==> src/rtl/lab_settle_det.sv <==
// Stability detector for the applied stimulus vector.
//   clk, rst : clock, synchronous active-high reset
//   vec_in   : vector currently driven into the DUT
//   vec_q    : vec_in registered every cycle (the value a sample must use)
//   chg      : vec_in differs from last cycle's value
//   stable   : vec_in has held for SETTLE_CYC consecutive cycles and is
//              still unchanged this cycle
module lab_settle_det #(
    parameter int N_IN       = 2,
    parameter int SETTLE_CYC = 3
) (
    input  logic            clk,
    input  logic            rst,
    input  logic [N_IN-1:0] vec_in,
    output logic [N_IN-1:0] vec_q,
    output logic            chg,
    output logic            stable
);

    localparam int CW = $clog2(SETTLE_CYC + 1);
    localparam logic [CW-1:0] SETTLE_MAX = CW'(SETTLE_CYC);

    logic [CW-1:0] cnt_q;

    assign chg = (vec_in != vec_q);
    // Also requiring no change this cycle guarantees vec_q still holds the
    // settled value throughout the following SAMPLE cycle.
    assign stable = (cnt_q == SETTLE_MAX) && !chg;

    // NOTE: registers are written with non-blocking assignments so every flop
    // samples pre-edge values regardless of statement order.
    always_ff @(posedge clk) begin
        if (rst) begin
            vec_q <= '0;
            cnt_q <= '0;
        end else begin
            vec_q <= vec_in;
            if (chg)
                cnt_q <= '0;
            else if (cnt_q != SETTLE_MAX)
                cnt_q <= cnt_q + 1'b1;
        end
    end

endmodule

==> config.mk <==
export PLATFORM = sky130hd
export DESIGN_NAME = lab_settle_det
export DESIGN_NICKNAME = d
export VERILOG_FILES = /design/src/rtl/lab_settle_det.sv
export SDC_FILE = /design/constraint.sdc
export NUM_CORES = 1
export LEC_CHECK = 0
export CAP_MARGIN = 20
export CORE_AREA = 2 2 39 41
export DETAILED_ROUTE_END_ITERATION = 6
export DIE_AREA = 0 0 41 43
export PLACE_DENSITY = 0.3
export SYNTH_ARGS = -nofsm -noshare
export SYNTH_HDL_FRONTEND = slang
export SYNTH_SLANG_ARGS = --single-unit
==> constraint.sdc <==
create_clock -name clk -period 1.3 [get_ports clk]
set_clock_uncertainty 0.05 [all_clocks]
set_input_delay 0.13 -clock clk [delete_from_list [all_inputs] [get_ports clk]]
set_output_delay 0.13 -clock clk [all_outputs]
set_load 0.02 [all_outputs]
Yosys cells after proc, flatten, opt, wreduce, memory -nomap -nowiden
Index checks and enable logic that the tools add are counted.

cells by class
  add/sub/neg operators = 1
  eq/ne operators = 3
  reduce and logical (&&, ||, !) cells = 3

operators with widths
  kind                 number
  $add 2x1->2 const B  1
  $eq 2x2->1 const B   1
  $ne 2x2->1           1
  $ne 2x2->1 const B   1
  $reduce_or 2->1      1
  $logic_and 1x1->1    1
  $logic_not 1->1      1

storage, ports and cells
  flip-flop bits (word level) = 4
  word-level logic and storage cells = 9

Logic depth before layout (Yosys ltp)
  word-level depth = 3
  gate-level depth with buffers = 3
  mapped depth without buffers = 3

Worst setup path after synthesis
OpenSTA, ideal clock, no wires.

  kind = flip-flop to output port
  start = reg vec_q[1]
  end = out stable
  arrival time = 1.129 ns
  data required time = 1.120 ns
  path slack = -0.009 ns
  stages on the path, launching flop included = 3
  path buffers = 0
  path through = dfxtp_1 > xor2_1 > nor3b_1

on the way
  cells in the longest elaborated chain, start to end = 3

RTL lines
  element                 RTL line  source
  from (decl)             15        output logic [N_IN-1:0] vec_q,
  from (signal assigned)  37        vec_q <= vec_in;
  $ne 2x2->1              25        assign chg = (vec_in != vec_q);
  $logic_not 1->1         28        assign stable = (cnt_q == SETTLE_MAX) && !chg;
  $logic_and 1x1->1       28
  to (decl)               17        output logic stable

No other way between the ends.

Worst setup path in the final report
  start = reg vec_q[0]
  end = out chg

on the way
  cells in the longest elaborated chain, start to end = 1

RTL lines
  element     RTL line  source
  $ne 2x2->1  25
  to (decl)   16        output logic chg,

No other way between the ends.

==> flow_metrics.tcl <==
set metrics [dict create \
    status "finished clean" \
    drtAntennaViolNets 0 \
    synth-xor-area-share 0.157 \
    slew_headroom 0.839 \
    root_buffer "clkbuf_4" \
    die_h_um 43 \
    synth_nets 20 \
    synth-simple-area-share 0.231 \
    synth_seq_cells 4 \
    fin_crit_ns 1.27 \
    hp-class "in -> reg" \
    setup_slack_ns 0.0282 \
    wl_per_cell_um 7.83 \
    rr_endpoint "cnt_q[0]$_SDFFE_PP0P_" \
    synth_mux_area_frac 0.0597 \
    initial_core_util 0.121 \
    critPathRequiredTime_ns 1.12 \
    place_area_um2 300 \
    vias 158 \
    grt_max_degree 5 \
    firstDrtPassIters 3 \
    fmax_ghz 0.786 \
    worstHoldPathCells 2 \
    grt_pass1_wl_um 648 \
    cts_buffers 3 \
    placeableCoreArea_um2 1380 \
    overflow 0 \
    setup_tns_ns 0 \
    tightest_slew_ns 0.239 \
    synthArstFlopShare 0 \
    r2r_setup_slack_ns 0.17 \
    grtUsageTotal 0.0623 \
    cellPowerDensity_nw_per_um2 1040 \
    via_per_inst 3.43 \
    cts_hold_buf 0 \
    r2r_cells 4 \
    clk_path_buf_depth 2 \
    yosysUniqueCellTypes 8 \
    drive_gt1_frac 0.500 \
    final_cell_area_um2 342 \
    path_clk_slew_ns 0.04 \
    yosys.area.top_type_share 0.478 \
    rows 14 \
    synthFlopType "dfxtp_1" \
    dp_slack_ns -0.528 \
    cts_setup_buffers 0 \
    nets 37 \
    syn_area_um2 168 \
    die_width_um 41 \
    hold_start "vec_in[1]" \
    io_pins 8 \
    areaGrowthSynthToFinish_pct 104 \
    cap_violations 0 \
    ir_drop_uv 563 \
    antenna_found_initial 0 \
    synth_edf_count 0 \
    synth_cells 15 \
    htreeDepth 1 \
    fin_util 0.247 \
    drv_slew 0 \
    yosys-top-cells-count "4 x dfxtp_1, 3 x xor2_1, 2 x nor2b_1, 2 x nor4_1" \
    drc 0 \
    synth_top_family_by_area "simple AND/OR/NAND/NOR gates" \
    numClockSinks 4 \
    cts_tree "done" \
    cp.arrival_ns 1.09 \
    antenna_cells 0 \
    cp_max_fo 3 \
    numPortBuffers 7 \
    rsz0062_at_grt "yes" \
    yosysWarnings 0 \
    first_global_vias 167 \
    gp_congestion 0.573 \
    r2r_start "cnt_q[0]$_SDFFE_PP0P_" \
    synth_fa_ha_area_frac 0.0746 \
    finalWirelength_um 360 \
    worstSkewPairLatency_ns 0.24 \
    drt-initial-drc-count 5 \
    synth_top_cells_by_area "dfxtp_1 48%, xor2_1 16%, ha_1 7.5%" \
    cp-end-kind "primary output" \
    startpoint_type "flip-flop" \
    hold_viol_final 0 \
    yosysMostFrequentCell "dfxtp_1" \
    die_area_um2 1760 \
    synth_area_per_cell_um2 11.2 \
    power_leakage_uw 0.000170 \
    path_class "reg -> out" \
    synth_area_leader_cell "dfxtp_1" \
    synth-seq-area-share 0.478 \
    fin_crit_sh 0.978 \
    finalSetupViolCount 0 \
    synth-compound-area-share 0 \
    hold_end "vec_q[1]$_SDFF_PP0_" \
]
worst max path at each step:
stage	startpoint	end	depth (start not counted)
finish	vec_q[0]$_SDFF_PP0_	chg	3
detailed placement	vec_in[1]	chg	4
floorplan	vec_q[0]$_SDFF_PP0_	chg	2
CTS	vec_q[1]$_SDFF_PP0_	chg	3
global placement	vec_in[1]	chg	4
global route	vec_q[0]$_SDFF_PP0_	chg	3
flip-flops by register name, summed over array words and instances (netlist names):
register,count
vec_q,2
cnt_q,2
timing repair:
action / in CTS / in global routing
pin swaps: 1 / 3
endpoints found under the setup margin: 4 / 2
gates resized for setup: 14 / 5
cells by family (layout without fill, tap and decap cells):
group / after synthesis / in the layout
muxes: 1 / 1
DFF: 4 / 4
and+or+nand+nor: 6 / 6
adders and majority gates: 1 / 1
xor gates and xnor gates: 3 / 3
buffers and inverters: 0 / 15
worst max-delay path: stages (launching register included):
cell,delay (ns)
dfxtp_2,0.32
xor2_2,0.16
or2_1,0.24
buf_6,0.13
layout by cell type (no fill, tap or decap), drive strengths merged:
cell type / n
or2: 1
mux2i: 1
clkdlybuf4s50: 1
dlymetal6s2s: 2
nor2b: 2
nor4: 2
nor3b: 1
ha: 1
xor2: 3
dlygate4sd2: 2
dfxtp: 4
clkbuf: 3
buf: 7
metal layers:
layer  track usage  vias to the layer above  share of wire
met4        0.0600                        0              0
li1              -                       82              -
met3        0.0471                        0          0.089
met1        0.0677                       68           0.48
met2        0.0719                        8           0.43
met5             0                        -              0
cell type report:
| class | count | area [um2] |
|---|---|---|
| Timing Repair Buffer | 12 | 109 |
| Multi-Input combinational cell | 11 | 108 |
| Sequential cell | 4 | 82.6 |
| Tap cell | 16 | 20.0 |
| Clock buffer | 3 | 22.5 |
| Fill cell | 153 | 1040 |
through the flow:
| stage | power [uW] | instances | hold WS (ns) |
|---|---|---|---|
| 4_1_cts | 361 | 46 | 0.468 |
| 3_5_place_dp | 200 | 43 | 0.506 |
| 2_1_floorplan | 161 | 15 | 0.152 |
| 6_report | 355 | 46 | 0.156 |
| 5_1_grt | 375 | 46 | 0.179 |
| 3_3_place_gp | 201 | 43 | 0.512 |
report_power, final:
| group | switching (uW) | internal, uW | total, uW |
|---|---|---|---|
| Combinational | 30.3 | 36.6 | 66.9 |
| Clock | 50.4 | 103 | 154 |
| Sequential | 4.32 | 130 | 135 |
| Total | 85.0 | 270 | 355 |
Power figures use the tool's default switching activity.
